--- src/rtl/pixel_streamer_if.sv ---
// Memory read port and pixel stream bundle shared by pixel_streamer and its environment.
// Master side is the streamer; slave side is memory plus pixel consumer.
interface pixel_streamer_if #(
    parameter int WORD_SIZE       = 8,
    parameter int BYTES_PER_PIXEL = 3,
    parameter int ADDR_WIDTH      = 20
);
    logic                                 rd_en;
    logic [ADDR_WIDTH-1:0]                rd_addr;
    logic [WORD_SIZE-1:0]                 rd_data;
    logic                                 out_valid;
    logic                                 out_ready;
    logic [WORD_SIZE*BYTES_PER_PIXEL-1:0] out_data;
    logic                                 out_sof;
    logic                                 out_eol;
    logic                                 out_eof;

    modport master (
        output rd_en, rd_addr, out_valid, out_data, out_sof, out_eol, out_eof,
        input  rd_data, out_ready
    );

    modport slave (
        input  rd_en, rd_addr, out_valid, out_data, out_sof, out_eol, out_eof,
        output rd_data, out_ready
    );
endinterface

--- src/rtl/pixel_streamer.sv ---
// Fetches a padded-row frame byte by byte from memory and emits assembled pixels.
// Latency: first read the cycle after start; pixel valid BYTES_PER_PIXEL+1 cycles after its first read.
// Backpressure: pixel held stable in HOLD with no reads until out_ready; next fetch starts after handshake.
module pixel_streamer #(
    parameter int WORD_SIZE       = 8,
    parameter int BYTES_PER_PIXEL = 3,
    parameter int ADDR_WIDTH      = 20,
    parameter int DIM_WIDTH       = 12
) (
    input  logic                  clk,
    input  logic                  reset,
    input  logic                  start,
    input  logic [ADDR_WIDTH-1:0] base_addr,
    input  logic [DIM_WIDTH-1:0]  width,
    input  logic [DIM_WIDTH-1:0]  height,
    input  logic                  bottom_up,
    output logic                  busy,
    output logic                  done,
    pixel_streamer_if.master      bus
);

    localparam int KW    = (BYTES_PER_PIXEL > 1) ? $clog2(BYTES_PER_PIXEL) : 1;
    localparam int PW    = DIM_WIDTH + $clog2(BYTES_PER_PIXEL + 1) + 2;
    localparam int PIX_W = WORD_SIZE * BYTES_PER_PIXEL;

    typedef enum logic [2:0] {
        S_IDLE,
        S_FETCH,
        S_WAIT,
        S_HOLD,
        S_FINISH
    } state_t;

    typedef struct packed {
        logic sof;
        logic eol;
        logic eof;
    } flags_t;

    state_t                state;
    state_t                state_nxt;

    logic [DIM_WIDTH-1:0]  width_q;
    logic [DIM_WIDTH-1:0]  height_q;
    logic [DIM_WIDTH-1:0]  col_q;
    logic [DIM_WIDTH-1:0]  row_q;
    logic                  bottom_q;
    logic [ADDR_WIDTH-1:0] stride_q;
    logic [ADDR_WIDTH-1:0] row_addr_q;
    logic [ADDR_WIDTH-1:0] pix_addr_q;
    logic [KW-1:0]         k_q;
    logic [WORD_SIZE-1:0]  word_buf [BYTES_PER_PIXEL];
    logic [PIX_W-1:0]      data_q;
    flags_t                flags_q;

    logic [PW-1:0]         row_bytes;
    logic [PW-1:0]         row_padded;
    logic [ADDR_WIDTH-1:0] stride_c;
    logic [DIM_WIDTH-1:0]  height_m1;
    logic [ADDR_WIDTH-1:0] first_row_addr;
    logic [ADDR_WIDTH-1:0] next_row_addr;
    logic                  last_word;
    logic                  last_col;
    logic                  last_row;
    logic                  frame_empty;

    // Rows are padded to a 4-byte multiple; bottom-up frames start at the last stored row.
    assign row_bytes      = PW'(width) * PW'(BYTES_PER_PIXEL);
    assign row_padded     = (row_bytes + PW'(3)) & ~PW'(3);
    assign stride_c       = ADDR_WIDTH'(row_padded);
    assign height_m1      = height - DIM_WIDTH'(1);
    assign first_row_addr = bottom_up ? base_addr + ADDR_WIDTH'(height_m1) * stride_c : base_addr;
    assign next_row_addr  = bottom_q ? row_addr_q - stride_q : row_addr_q + stride_q;

    assign last_word   = (k_q == KW'(BYTES_PER_PIXEL - 1));
    assign last_col    = (col_q == width_q - DIM_WIDTH'(1));
    assign last_row    = (row_q == height_q - DIM_WIDTH'(1));
    assign frame_empty = (width == '0) || (height == '0);

    always_ff @(posedge clk) begin
        if (reset) begin
            state <= S_IDLE;
        end else begin
            state <= state_nxt;
        end
    end

    always_comb begin
        state_nxt     = state;
        bus.rd_en     = 1'b0;
        bus.out_valid = 1'b0;
        busy          = 1'b1;
        done          = 1'b0;
        case (state)
            S_IDLE: begin
                busy = 1'b0;
                if (start) begin
                    state_nxt = frame_empty ? S_FINISH : S_FETCH;
                end
            end
            S_FETCH: begin
                bus.rd_en = 1'b1;
                if (last_word) begin
                    state_nxt = S_WAIT;
                end
            end
            S_WAIT: begin
                state_nxt = S_HOLD;
            end
            S_HOLD: begin
                bus.out_valid = 1'b1;
                if (bus.out_ready) begin
                    state_nxt = flags_q.eof ? S_FINISH : S_FETCH;
                end
            end
            S_FINISH: begin
                done      = 1'b1;
                state_nxt = S_IDLE;
            end
            default: begin
                state_nxt = S_IDLE;
            end
        endcase
    end

    always_ff @(posedge clk) begin
        if (reset) begin
            width_q    <= '0;
            height_q   <= '0;
            col_q      <= '0;
            row_q      <= '0;
            bottom_q   <= 1'b0;
            stride_q   <= '0;
            row_addr_q <= '0;
            pix_addr_q <= '0;
            k_q        <= '0;
            data_q     <= '0;
            flags_q    <= '0;
            for (int i = 0; i < BYTES_PER_PIXEL; i++) begin
                word_buf[i] <= '0;
            end
        end else begin
            case (state)
                S_IDLE: begin
                    if (start) begin
                        width_q    <= width;
                        height_q   <= height;
                        bottom_q   <= bottom_up;
                        stride_q   <= stride_c;
                        row_addr_q <= first_row_addr;
                        pix_addr_q <= first_row_addr;
                        col_q      <= '0;
                        row_q      <= '0;
                        k_q        <= '0;
                    end
                end
                S_FETCH: begin
                    k_q <= last_word ? '0 : k_q + KW'(1);
                    // Read data lags the request by one cycle, so word k-1 lands while word k is requested.
                    for (int i = 0; i < BYTES_PER_PIXEL - 1; i++) begin
                        if (k_q == KW'(i + 1)) begin
                            word_buf[i] <= bus.rd_data;
                        end
                    end
                end
                S_WAIT: begin
                    for (int i = 0; i < BYTES_PER_PIXEL - 1; i++) begin
                        data_q[i*WORD_SIZE +: WORD_SIZE] <= word_buf[i];
                    end
                    data_q[(BYTES_PER_PIXEL-1)*WORD_SIZE +: WORD_SIZE] <= bus.rd_data;
                    flags_q.sof <= (col_q == '0) && (row_q == '0);
                    flags_q.eol <= last_col;
                    flags_q.eof <= last_col && last_row;
                end
                S_HOLD: begin
                    if (bus.out_ready && !flags_q.eof) begin
                        if (last_col) begin
                            col_q      <= '0;
                            row_q      <= row_q + DIM_WIDTH'(1);
                            row_addr_q <= next_row_addr;
                            pix_addr_q <= next_row_addr;
                        end else begin
                            col_q      <= col_q + DIM_WIDTH'(1);
                            pix_addr_q <= pix_addr_q + ADDR_WIDTH'(BYTES_PER_PIXEL);
                        end
                    end
                end
                default: begin
                end
            endcase
        end
    end

    assign bus.rd_addr  = pix_addr_q + ADDR_WIDTH'(k_q);
    assign bus.out_data = data_q;
    assign bus.out_sof  = flags_q.sof;
    assign bus.out_eol  = flags_q.eol;
    assign bus.out_eof  = flags_q.eof;

endmodule

--- src/flat_wrapper.sv ---
// flat-port wrapper written by rule: the top's interface ports become plain ports
module pixel_streamer_flat 
#(
    parameter int WORD_SIZE       = 8,
    parameter int BYTES_PER_PIXEL = 3,
    parameter int ADDR_WIDTH      = 20,
    parameter int DIM_WIDTH       = 12
)
  (clk, reset, start, base_addr, width, height, bottom_up, busy, done, bus_rd_en, bus_rd_addr, bus_out_valid, bus_out_data, bus_out_sof, bus_out_eol, bus_out_eof, bus_rd_data, bus_out_ready);
  pixel_streamer_if #(.WORD_SIZE(WORD_SIZE), .BYTES_PER_PIXEL(BYTES_PER_PIXEL), .ADDR_WIDTH(ADDR_WIDTH)) bus_i ();
  input  logic clk;
  input  logic reset;
  input  logic start;
  input  logic [ADDR_WIDTH-1:0] base_addr;
  input  logic [DIM_WIDTH-1:0] width;
  input  logic [DIM_WIDTH-1:0] height;
  input  logic bottom_up;
  output logic busy;
  output logic done;
  output wire logic [$bits(bus_i.rd_en)-1:0] bus_rd_en;
  output wire logic [$bits(bus_i.rd_addr)-1:0] bus_rd_addr;
  output wire logic [$bits(bus_i.out_valid)-1:0] bus_out_valid;
  output wire logic [$bits(bus_i.out_data)-1:0] bus_out_data;
  output wire logic [$bits(bus_i.out_sof)-1:0] bus_out_sof;
  output wire logic [$bits(bus_i.out_eol)-1:0] bus_out_eol;
  output wire logic [$bits(bus_i.out_eof)-1:0] bus_out_eof;
  input wire logic [$bits(bus_i.rd_data)-1:0] bus_rd_data;
  input wire logic [$bits(bus_i.out_ready)-1:0] bus_out_ready;
  assign bus_rd_en = bus_i.rd_en;
  assign bus_rd_addr = bus_i.rd_addr;
  assign bus_out_valid = bus_i.out_valid;
  assign bus_out_data = bus_i.out_data;
  assign bus_out_sof = bus_i.out_sof;
  assign bus_out_eol = bus_i.out_eol;
  assign bus_out_eof = bus_i.out_eof;
  assign bus_i.rd_data = bus_rd_data;
  assign bus_i.out_ready = bus_out_ready;
  pixel_streamer #(.WORD_SIZE(WORD_SIZE), .BYTES_PER_PIXEL(BYTES_PER_PIXEL), .ADDR_WIDTH(ADDR_WIDTH), .DIM_WIDTH(DIM_WIDTH)) u_core (.clk(clk), .reset(reset), .start(start), .base_addr(base_addr), .width(width), .height(height), .bottom_up(bottom_up), .busy(busy), .done(done), .bus(bus_i));
endmodule
--- config.mk ---
export PLATFORM = sky130hd
export DESIGN_NAME = pixel_streamer_flat
export DESIGN_NICKNAME = d
export VERILOG_FILES = /design/src/rtl/pixel_streamer_if.sv /design/src/rtl/pixel_streamer.sv /design/src/flat_wrapper.sv
export SDC_FILE = /design/constraint.sdc
export NUM_CORES = 1
export LEC_CHECK = 0
export ABC_AREA = 1
export BUFFER_PORTS_ARGS = -buffer_cell sky130_fd_sc_hd__buf_2
export CAP_MARGIN = 15
export CORE_UTILIZATION = 55
export DETAILED_ROUTE_END_ITERATION = 12
export PLACE_DENSITY = 0.74
export SYNTH_ARGS = -nofsm -noshare
export SYNTH_HDL_FRONTEND = slang
export SYNTH_SLANG_ARGS = --single-unit
--- constraint.sdc ---
create_clock -name clk -period 16.4 [get_ports clk]
set_clock_uncertainty 0.05 [all_clocks]
set_input_delay 3.28 -clock clk [delete_from_list [all_inputs] [get_ports clk]]
set_output_delay 3.28 -clock clk [all_outputs]
set_load 0.02 [all_outputs]
======== Yosys cells after proc, flatten, opt, wreduce, memory -nomap -nowiden ========
Memory sizes are Yosys's and may differ from the RTL's. A register that Yosys moved wholly into a read port is not among the register bits.
Cells that the tools add are included.
operators by class
  add/sub/neg operators ................... 12
  multiply operators ...................... 2
  equality and inequality tests ........... 13
  muxes and demuxes ....................... 41
  bitwise gates (word level) .............. 2
  reduce and logical (&&, ||, !) cells .... 17
operators by type and width
  kind                                                 number
  2-to-1 mux 20 bit                                    7
  case mux 20 bit (2 select lines)                     2
  2-to-1 mux 12 bit                                    5
  zero test 12 bit                                     4
  case mux 12 bit (2 select lines)                     2
  subtractor 12 x 1 -> 12 bit (second input constant)  3
  adder 12 x 1 -> 12 bit (second input constant)       2
  == test 12 bit                                       2
  adder 20 x 16 -> 20 bit                              1
  adder 20 x 2 -> 20 bit                               1
  adder 20 x 2 -> 20 bit (second input constant)       1
  adder 20 bit                                         1
  subtractor 20 x 16 -> 20 bit                         1
  multiplier 12 x 14 -> 18 bit                         1
  2-to-1 mux 8 bit                                     2
  adder 14 x 2 -> 15 bit (second input constant)       1
  2-to-1 mux 3 bit                                     5
  multiplier 12 x 2 -> 14 bit (second input constant)  1
  2-to-1 mux 1 bit                                     14
  case mux 3 bit (4 select lines)                      1
  == test 3 x 2 -> 1 bit (second input constant)       2
  != test 2 x 1 -> 1 bit (second input constant)       3
  AND reduction 3 bit                                  2
  2-to-1 mux 2 bit                                     2
  15 further kinds                                     21
storage, ports and cells
  flip-flop bits (word level) ............. 135
  bits in writable memories ............... 24
  bits of input ports ..................... 57
  memories kept ........................... 1
memories
  name             depth  bits a word  read ports  clocked after memory_dff  write ports  RTL line              text
  u_core.word_buf  3      8            2           2                         3            pixel_streamer.sv:52  logic [WORD_SIZE-1:0] word_buf [BYTES_PER_PIXEL];

======== Logic depth before layout (Yosys ltp) ========
  word-level depth ........................ 7
  gate-level depth with buffers ........... 45
  mapped depth without buffers ............ 45

======== Worst setup path after synthesis ========
OpenSTA, ideal clock, no wires.
  path type ............................... input port to flip-flop
  from .................................... input width[2]
  to ...................................... register u_core.pix_addr_q[19]
  setup time .............................. 70 ps
  arrival ................................. 10489 ps
  setup slack ............................. 5792 ps
  cell stages on the path ................. 37
  path buffers ............................ 0
  path through ............................ inv_1 -> ha_1 -> ha_1 -> nand4_1 -> nand2_1 -> a31oi_1 -> xnor2_1 -> inv_1 -> nor2_1 -> fa_1 -> inv_1 -> fa_1 -> inv_1 -> fa_1 -> fa_1 -> inv_1 -> fa_1 -> inv_1 -> ha_1 -> nand2_1 -> o21ai_0 -> a21oi_1 -> o21bai_1 -> a21oi_1 -> o21ai_0 -> xor2_1 -> ha_1 -> inv_1 -> nor4_1 -> nand2_1 -> o311ai_0 -> nand3_1 -> nand3_1 -> nand3_1 -> nand2_1 -> nand3_1 -> a21oi_1
between the ends
  longest elaborated chain between the ends .. 7
RTL lines
  item                              RTL line               text
  from (decl)                       flat_wrapper.sv:15     input logic [DIM_WIDTH-1:0] width;
  multiplier 12 x 2 -> 14 bit       pixel_streamer.sv:68   assign row_bytes = PW'(width) * PW'(BYTES_PER_PIXEL);
  adder 14 x 2 -> 15 bit            pixel_streamer.sv:69   assign row_padded = (row_bytes + PW'(3)) & ~PW'(3);
  multiplier 12 x 14 -> 18 bit      pixel_streamer.sv:72   assign first_row_addr = bottom_up ? base_addr + ADDR_WIDTH'(height_m1) * stride_c : base_addr;
  adder 20 bit                      pixel_streamer.sv:72
  2-to-1 mux 20 bit                 pixel_streamer.sv:72
  2-to-1 mux 20 bit                 pixel_streamer.sv:145  if (start) begin
  case mux 20 bit (2 select lines)  pixel_streamer.sv:143  case (state)
  to (signal assigned)              pixel_streamer.sv:151  pix_addr_q <= first_row_addr;
  to (signal assigned)              pixel_streamer.sv:181  pix_addr_q <= next_row_addr;
  to (signal assigned)              pixel_streamer.sv:184  pix_addr_q <= pix_addr_q + ADDR_WIDTH'(BYTES_PER_PIXEL);
  to (decl)                         pixel_streamer.sv:50   logic [ADDR_WIDTH-1:0] pix_addr_q;
No other way between the ends. The select of a mux whose other input is x is not followed.
A chain may end at the register's enable or synchronous reset.

======== Final worst setup path ========
Same ends and word-level chain as after synthesis.

==> results.py <==
metrics = {
    "floorplan": {
        "rows": 58,
        "die_area_um2": 26400,
        "die_y_um": 163,
        "core_um2": 25300,
        "io_pins": 108,
        "start_util_pct": 56.2,
        "die_x_um": 163,
    },
    "synth": {
        "synth_cell_type_count": 48,
        "synth_common_cells": "nand2_1, inv_1, nor2_1",
        "yosys.area.top_type": "dfxtp_1",
        "synth_most_common_cell": "nand2_1",
        "yosysWarningCount": 0,
        "synth.net_count": 2275,
        "synthArstFlopShare_pct": 0,
        "syn_inst": 2018,
        "yosys-top-cells-area": "dfxtp_1, fa_1, nand2_1",
        "ys_seq_area_share_pct": 22.2,
        "synth_area_um2": 14200,
        "syn_avg_cell_area_um2": 7.03,
        "synth_seq_cells": 149,
        "synth_edf_count": 16,
        "yosysTopAreaCellShare_pct": 18.8,
        "synth_ff_type": "dfxtp_1",
    },
    "timing": {
        "finalCritPeriodShare_pct": 69.6,
        "hold_violations": 0,
        "finalMaxSlewViolations": 0,
        "period_needed_ps": 11410,
        "setup_violations": 0,
        "fin_ws_ps": 4990,
        "fmax_mhz": 87.6,
        "slew_headroom_pct": 30.9,
        "tightest_slew_ps": 1030,
        "holdWs_ps": 420,
        "finalSetupTns_ps": 0,
        "rsz0062_at_grt": "no",
    },
    "cts": {
        "htreeDepth": 4,
        "cts_root_buffer": "clkbuf_16",
        "post_cts_buffers": 0,
        "cts_resized": 0,
        "cts_sinks": 149,
        "cts.clk_slew.worst_paths_ps": 60,
        "cts_buffer_depth": 2,
        "numCtsBuffers": 17,
        "hold_buffers": 0,
        "insertion_delay_ps": 430,
        "cts_tree": "built",
    },
    "placement": {
        "dp_hpwl_mm": 28.7,
        "place.gp.congestion": 0.954,
        "portBuffers": 107,
        "post-place-ws_ps": 4550,
    },
    "critical_path": {
        "reg2reg_depth": 11,
        "max_stage_delay_ps": 790,
        "cp-end-kind": "register",
        "critPathRequiredTime_ps": 16710,
        "cp_max_fo": 10,
        "timing.rr.end": "u_core.row_addr_q[5]",
        "slowest_stage": "xnor2_1",
        "cpMostUsedCell": "inv_1",
        "r2r-start": "u_core.state[0]",
        "rrSetupSlack_ps": 11820,
        "path_class": "primary input to register",
        "cp-start-kind": "primary input",
        "arrival_ps": 11720,
    },
    "worst_hold_path": {
        "min_to": "u_core.bus.out_eol",
        "hp-start": "u_core.bus.out_eol",
        "hold_path_class": "register to register",
        "whs_path_depth": 2,
    },
    "finish": {
        "ff_latch_area_um2": 3140,
        "area_growth_pct": 9.86,
        "num-nets-final": 2354,
        "drive_gt1_share_pct": 8.15,
        "multi_input_area_um2": 9530,
        "n_fill_cell": 2352,
        "diodes": 0,
    },
    "grt": {
        "grt_pass1_wl_mm": 58.8,
        "grt_pass1_vias": 12100,
        "grt_antenna_before_repair": 0,
        "grt_util_all_layers_pct": 27.8,
        "grt_overflow_total": 0,
        "grt_max_degree": 59,
    },
    "detailed_routing": {
        "drcViolationCount": 0,
        "drt-initial-drc-count": 1213,
        "first_pass_iters": 5,
        "dr.max_layer_used": "met4",
        "viasPerCell": 5.45,
        "drt_wl_total_mm": 36.1,
        "wire_per_inst_um": 14.8,
        "route.vias.total": 13300,
        "wl_met3_mm": 2.20,
        "drtAntennaViolNets": 0,
        "wl_met2_mm": 17.1,
        "wl_met1_mm": 16.4,
    },
    "outcome": {
        "status": "complete, no violations",
    },
    "run": {
        "cap_violations": 0,
    },
}
-- placed cells by master (no fill, tap or decap), drive strengths merged, types with 16 or more instances in the layout --
master  count
nand4      21
xor2       98
a31oi      30
dfxtp     133
nand2     381
nor3       26
edfxtp     16
nand3      73
clkbuf     17
fa         90
buf       114
inv       350
nor2      238
a21oi     143
xnor2      28
ha        110
o21ai     147
-- critical path: cells and delay by family --
family	cells	cell delay [ps]
xor gates and xnor gates	2	890
and+or+nand+nor	11	1600
adders and majority gates	9	3620
buffers and inverters	8	750
AOI/OAI and AO/OA	8	1540
-- state kept, by name (all words and copies together) (netlist names), 2 cells and up --
| signal | cells |
|---|---|
| u_core.stride_q | 12 |
| u_core.row_q | 12 |
| u_core.row_addr_q | 20 |
| u_core.bus.out_data | 8 |
| u_core.k_q | 2 |
| u_core.pix_addr_q | 20 |
| u_core.col_q | 12 |
| u_core.state | 3 |
| bus_out_data | 16 |
| u_core.height_q | 12 |
| u_core.width_q | 12 |
| u_core.word_buf | 16 |
-- cell type report --
class | count | share of cell area (%)
multi-input combinational | 1466 | 61.1
sequential | 149 | 20.2
inverter | 349 | 8.41
timing repair buffer | 114 | 3.76
clock buffer | 17 | 2.73
tap | 330 | 2.65
clock inverter | 15 | 1.14
-- logic make-up after synthesis --
family | Yosys count | share of synthesized area (%)
simple gates | 771 | 22.7
flops | 149 | 22.2
compound gates | 369 | 14.1
xor+xnor | 126 | 7.78
buf+inv | 403 | 10.8
fa+ha+maj | 200 | 22.4
-- worst max-delay path by stage --
stage / end / cells past startpoint / start / slack [ps]
6_report: u_core.pix_addr_q[19] / 38 / width[2] / 4990
5_1_grt: u_core.pix_addr_q[19] / 38 / width[2] / 4240
4_1_cts: u_core.pix_addr_q[19] / 38 / width[2] / 5000
3_5_place_dp: u_core.pix_addr_q[19] / 38 / width[2] / 4550
3_3_place_gp: u_core.pix_addr_q[19] / 38 / width[2] / 4790
2_1_floorplan: u_core.pix_addr_q[19] / 37 / width[2] / 5790
-- metrics by stage --
stage / std cells / cell area [um^2] / utilization, %
global route: 2440 / 15600 / 61.7
global placement: 2407 / 15000 / 59.3
floorplan: 2018 / 14200 / -
finish: 2440 / 15600 / 61.7
CTS: 2439 / 15600 / 61.7
detailed placement: 2407 / 15000 / 59.3
-- layer usage --
layer	global-route usage, %	vias up
li1	-	6616
met1	38.2	6220
met2	46.4	416
met3	3.44	40
met4	6.46	0
met5	0	-
Power is left out: the tool's default activity adds up to more than one toggle a clock period on the data nets, which glitch-free logic cannot reach.
